## src/rtl/regbank_port_arbiter.sv

```systemverilog
// -----------------------------------------------------------------------------
// regbank_port_arbiter
//
// Lets two requesters share the single access port of the register bank,
// one access per clock, with round-robin priority on ties.
//   port 0 : calculator operation controller (STORE/LOAD)
//   port 1 : display/debug scan sequencer
//
// Ports
//   clk, reset                 system clock (rising edge), async active-high reset
//   rN_req/we/addr/wdata       requester N access request, held until granted
//   rN_gnt                     access performed for port N this cycle (comb)
//   rN_rvalid/rdata            registered read return, one cycle after grant
//   rf_we/addr/wdata           drive of the register bank port
//   rf_rdata                   combinational read data of the bank at rf_addr
//   err                        1-cycle pulse: last granted access was out of range
//   conflict_cnt               saturating count of cycles with both requests high
// -----------------------------------------------------------------------------
module regbank_port_arbiter #(
    parameter int ADDR_W = 4,
    parameter int DATA_W = 8,
    parameter int DEPTH  = 16
) (
    input  logic              clk,
    input  logic              reset,

    input  logic              r0_req,
    input  logic              r0_we,
    input  logic [ADDR_W-1:0] r0_addr,
    input  logic [DATA_W-1:0] r0_wdata,
    output logic              r0_gnt,
    output logic              r0_rvalid,
    output logic [DATA_W-1:0] r0_rdata,

    input  logic              r1_req,
    input  logic              r1_we,
    input  logic [ADDR_W-1:0] r1_addr,
    input  logic [DATA_W-1:0] r1_wdata,
    output logic              r1_gnt,
    output logic              r1_rvalid,
    output logic [DATA_W-1:0] r1_rdata,

    output logic              rf_we,
    output logic [ADDR_W-1:0] rf_addr,
    output logic [DATA_W-1:0] rf_wdata,
    input  logic [DATA_W-1:0] rf_rdata,

    output logic              err,
    output logic [7:0]        conflict_cnt
);

    // One extra bit so DEPTH == 2^ADDR_W is representable.
    localparam logic [ADDR_W:0] DEPTH_LIM = (ADDR_W+1)'(DEPTH);
    localparam logic [7:0]      CNT_MAX   = 8'hFF;

    // Registered state
    logic              last_gnt_q,     last_gnt_d;     // 1: port 1 won last
    logic              r0_rvalid_q,    r0_rvalid_d;
    logic [DATA_W-1:0] r0_rdata_q,     r0_rdata_d;
    logic              r1_rvalid_q,    r1_rvalid_d;
    logic [DATA_W-1:0] r1_rdata_q,     r1_rdata_d;
    logic              err_q,          err_d;
    logic [7:0]        conflict_cnt_q, conflict_cnt_d;

    // Combinational access selection
    logic              gnt0;
    logic              gnt1;
    logic              any_gnt;
    logic              both_req;
    logic              sel_we;
    logic [ADDR_W-1:0] sel_addr;
    logic [DATA_W-1:0] sel_wdata;
    logic              in_range;

    // -------------------------------------------------------------------------
    // Arbitration and bank drive
    // -------------------------------------------------------------------------
    always_comb begin
        gnt0      = 1'b0;
        gnt1      = 1'b0;
        sel_we    = 1'b0;
        sel_addr  = '0;
        sel_wdata = '0;
        both_req  = r0_req & r1_req;

        // Holding reset kills grants combinationally so a write in flight at
        // the moment reset rises never reaches the bank.
        if (!reset) begin
            // Port 0 wins a tie only when port 1 had the previous grant.
            if (r0_req && (!r1_req || last_gnt_q)) begin
                gnt0 = 1'b1;
            end else if (r1_req) begin
                gnt1 = 1'b1;
            end
        end

        if (gnt0) begin
            sel_we    = r0_we;
            sel_addr  = r0_addr;
            sel_wdata = r0_wdata;
        end else if (gnt1) begin
            sel_we    = r1_we;
            sel_addr  = r1_addr;
            sel_wdata = r1_wdata;
        end

        any_gnt  = gnt0 | gnt1;
        in_range = ({1'b0, sel_addr} < DEPTH_LIM);
    end

    assign r0_gnt   = gnt0;
    assign r1_gnt   = gnt1;
    assign rf_we    = any_gnt & sel_we & in_range;
    assign rf_addr  = sel_addr;
    assign rf_wdata = sel_wdata;

    // -------------------------------------------------------------------------
    // Next-state: read return, error pulse, priority and contention count
    // -------------------------------------------------------------------------
    always_comb begin
        last_gnt_d     = last_gnt_q;
        r0_rvalid_d    = 1'b0;
        r0_rdata_d     = r0_rdata_q;
        r1_rvalid_d    = 1'b0;
        r1_rdata_d     = r1_rdata_q;
        err_d          = 1'b0;
        conflict_cnt_d = conflict_cnt_q;

        if (gnt0) begin
            last_gnt_d = 1'b0;
        end else if (gnt1) begin
            last_gnt_d = 1'b1;
        end

        // Out-of-range accesses consume the grant but return nothing.
        if (any_gnt && !in_range) begin
            err_d = 1'b1;
        end

        if (gnt0 && !sel_we && in_range) begin
            r0_rvalid_d = 1'b1;
            r0_rdata_d  = rf_rdata;
        end

        if (gnt1 && !sel_we && in_range) begin
            r1_rvalid_d = 1'b1;
            r1_rdata_d  = rf_rdata;
        end

        if (both_req && (conflict_cnt_q != CNT_MAX)) begin
            conflict_cnt_d = conflict_cnt_q + 8'd1;
        end
    end

    always_ff @(posedge clk or posedge reset) begin
        if (reset) begin
            last_gnt_q     <= 1'b1;
            r0_rvalid_q    <= 1'b0;
            r0_rdata_q     <= '0;
            r1_rvalid_q    <= 1'b0;
            r1_rdata_q     <= '0;
            err_q          <= 1'b0;
            conflict_cnt_q <= '0;
        end else begin
            last_gnt_q     <= last_gnt_d;
            r0_rvalid_q    <= r0_rvalid_d;
            r0_rdata_q     <= r0_rdata_d;
            r1_rvalid_q    <= r1_rvalid_d;
            r1_rdata_q     <= r1_rdata_d;
            err_q          <= err_d;
            conflict_cnt_q <= conflict_cnt_d;
        end
    end

    assign r0_rvalid    = r0_rvalid_q;
    assign r0_rdata     = r0_rdata_q;
    assign r1_rvalid    = r1_rvalid_q;
    assign r1_rdata     = r1_rdata_q;
    assign err          = err_q;
    assign conflict_cnt = conflict_cnt_q;

endmodule
```

## config.mk

```make
export PLATFORM = sky130hd
export DESIGN_NAME = regbank_port_arbiter
export DESIGN_NICKNAME = d
export VERILOG_FILES = /design/src/rtl/regbank_port_arbiter.sv
export SDC_FILE = /design/constraint.sdc
export NUM_CORES = 1
export LEC_CHECK = 0
export ABC_AREA = 1
export CAP_MARGIN = 20
export CORE_MARGIN = 8
export CORE_UTILIZATION = 34
export DETAILED_ROUTE_END_ITERATION = 7
export PLACE_DENSITY = 0.86
export SLEW_MARGIN = 20
export SYNTH_ARGS = -nofsm -noshare
export SYNTH_HDL_FRONTEND = slang
export SYNTH_SLANG_ARGS = --single-unit
```

## constraint.sdc

```tcl
create_clock -name clk -period 1.8 [get_ports clk]
set_input_delay 0.27 -clock clk [delete_from_list [all_inputs] [get_ports clk]]
set_output_delay 0.27 -clock clk [all_outputs]
set_load 0.1 [all_outputs]
```

==> reports/results.ini, run 1 <==
[outcome]
outcome = finished with violations
violations = setup timing

[global_routing]
grt_pass1_wl_mm = 7.78
track_usage = 0.150
grt_pass1_vias = 1620
grt_max_degree = 21
antenna_found_initial = 0
grt_overflow_total = 0

[final_layout]
fin_util = 0.739
fin_cells = 337
drive_gt1_frac = 0.380
num_antenna_cells = 0
area_growth_pct = 110
final_area_sq_um = 2960
final_nets = 327

[timing]
fin_tns_setup_ns = -1.78
min_period_over_period = 1.08
holdWs_ns = 0.231
setup_viol = 14
finalWorstSetupSlack_ns = -0.147
fmax_mhz = 514
grt_setup_unrepaired = true
drv_slew = 0
final.setup_skew_ns = 0.00699
final.min_clock_period_ns = 1.95
hold_viol = 0

[logic_synthesis]
synthFlopType = dfrtp_1
synth.most_common_cell = nand2_1
syn-cell-area_sq_um = 1410
ys_async_sr_fraction = 1.00
synth.distinct_cells = 24
yosysTopAreaCell = dfrtp_1
ys_warn_count = 0
yosys-top-cells-count = nand2_1 (105), dfrtp_1 (26), inv_1 (14), nand4_1 (9), nand3_1 (8)
synth_nets = 229
ys_seq_area_frac = 0.482
netlist.area_leader.share = 0.463
avgSynthCellArea_sq_um = 7.40
yosys-top-cells-area = dfrtp_1 (46%), nand2_1 (28%), nand4_1 (4.0%)
ys_ff_latch = 27
syn_inst = 190
synth_edf_count = 0

[floorplanning]
die_x_um = 80.3
top_level_ports = 80
dieArea_sq_um = 6450
initial_core_util = 0.351
fp.dieH_um = 80.3
core_sq_um = 4000
num_rows = 23

[detailed_routing]
first_iter_violations = 80
drtAntennaViolNets = 0
met2WireLength_mm = 3.26
viasPerCell = 4.84
met1_length_mm = 2.01
drc = 0
wl_met3_um = 323
num_vias = 1632
totalWireLength_mm = 5.68
wl_per_cell_um = 16.8
top_layer_used = met4
dr.pass1.iters = 4

[setup_path]
critPathTopFamily = buffers and inverters
cp.required_ns = 1.53
max_stage_delay_ns = 0.55
crit_cells = 9
ff2ff_path_depth = 11
crit_slowest_cell = dfstp_2
path_class = register to output port
endpoint_kind = output port
crit_chain = inv_2 -> nand2_2 -> buf_6 -> nand3_4 -> inv_4 -> clkbuf_16 -> nand2_4 -> nand2_8 -> buf_12
critPathArrivalTime_ns = 1.68
path_max_fanout = 6
cp-start-kind = register
cp_num_buf_inv = 5

[clock_tree]
cts_tree = built
cts_max_path_buffers = 2
clkLatencyLatePin_ns = 0.27
ctsRootBufferMaster = clkbuf_8
cts_sinks = 27
hold_buffers = 0
clk_pin_slew_ns = 0.09
htree_num_levels = 1
numCtsBuffers = 3

[worst_hold_path]
hp-class = input pin to asynchronous set/reset pin

[power]
power_density_nw_per_um2 = 1150
power_mw = 3.41
ir_drop_uv = 1490
leakage_nw = 1.45

[placed_design]
hpwl_mm = 4.05
portBuffers = 78
dpl_cell_area_sq_um = 2740
placed_cells = 328
gp_congestion = 0.824
place_ws_ns = -0.178

[job]
max-cap-violations = 0

[where the power goes]
group          switching, mW  leakage [nW]  internal (mW)
Clock                  0.184        0.0255          0.155
Combinational           1.51          1.09          0.650
Sequential             0.158         0.339          0.751
Total                   1.85          1.45           1.56
[kinds of logic after synthesis]
| logic type | Yosys count | synth area share |
|---|---|---|
| xor+xnor | 4 | 0.0249 |
| compound gates | 4 | 0.0169 |
| fa+ha+maj | 1 | 0.00890 |
| flops | 27 | 0.482 |
| simple gates | 132 | 0.393 |
| other cells | 1 | 0.00267 |
| buf+inv | 21 | 0.0721 |
[repair_timing]
action,CTS,global route
setup endpoints to repair,14,14
buffers inserted,2,2
resized for setup,9,20
pin swaps,1,1
cloned,0,1
[placed cells by master, fill, tap and decap left out, drive strengths merged]
master / instances
clkinv: 3
clkinvlp: 1
ha: 1
nand2: 107
dlymetal6s2s: 1
dfrtp: 26
nand3: 9
nor3: 1
o21ai: 2
a21oi: 2
clkbuf: 4
clkdlybuf4s50: 34
dfstp: 1
dlygate4sd2: 2
or2: 1
nor2: 4
nand4: 10
buf: 60
inv: 13
xor2: 2
conb: 1
xnor2: 2
[sequential cells by signal (all words and copies together) (netlist names)]
signal        cells
conflict_cnt      8
last_gnt_q        1
r0_rdata          8
r0_rvalid         1
r1_rdata          8
r1_rvalid         1
[worst min-delay path: cells and delay by family]
family | cells | cell delay (ns)
buf+inv | 3 | 0.58
[worst paths after layout]
kind                              from          end  slack, ns
setup / recovery            last_gnt_q  rf_wdata[4]      -0.15
hold / removal                   reset  r1_rdata[5]       0.23
setup reg to reg            last_gnt_q  r1_rdata[1]       0.01
hold reg to reg            r0_rdata[7]  r0_rdata[7]       0.49
max in group asynchronous        reset   last_gnt_q       1.05
min in group clk           r0_rdata[7]  r0_rdata[7]       0.49
[layer usage]
metal,global-route usage,vias up
met5,0,-
met4,0.0291,0
met3,0.0379,8
met2,0.287,66
met1,0.161,779
li1,-,779
[final cells by class]
| type | instances | area, sq um |
|---|---|---|
| sequential | 27 | 682 |
| multi-input combinational | 142 | 936 |
| clock inverter | 1 | 5.00 |
| clock buffer | 3 | 41.3 |
| timing repair buffer | 98 | 1160 |
| inverter | 16 | 71.3 |
| fill | 248 | 1040 |
| tap | 50 | 62.6 |
(Power assumes the default switching activity.)
==> run 2: changes to the inputs <==
SKIP_LAST_GASP = 1   (was not set)
==> results of run 2 <==
The final DEF is identical to that of run 1; final timing and power are the same.
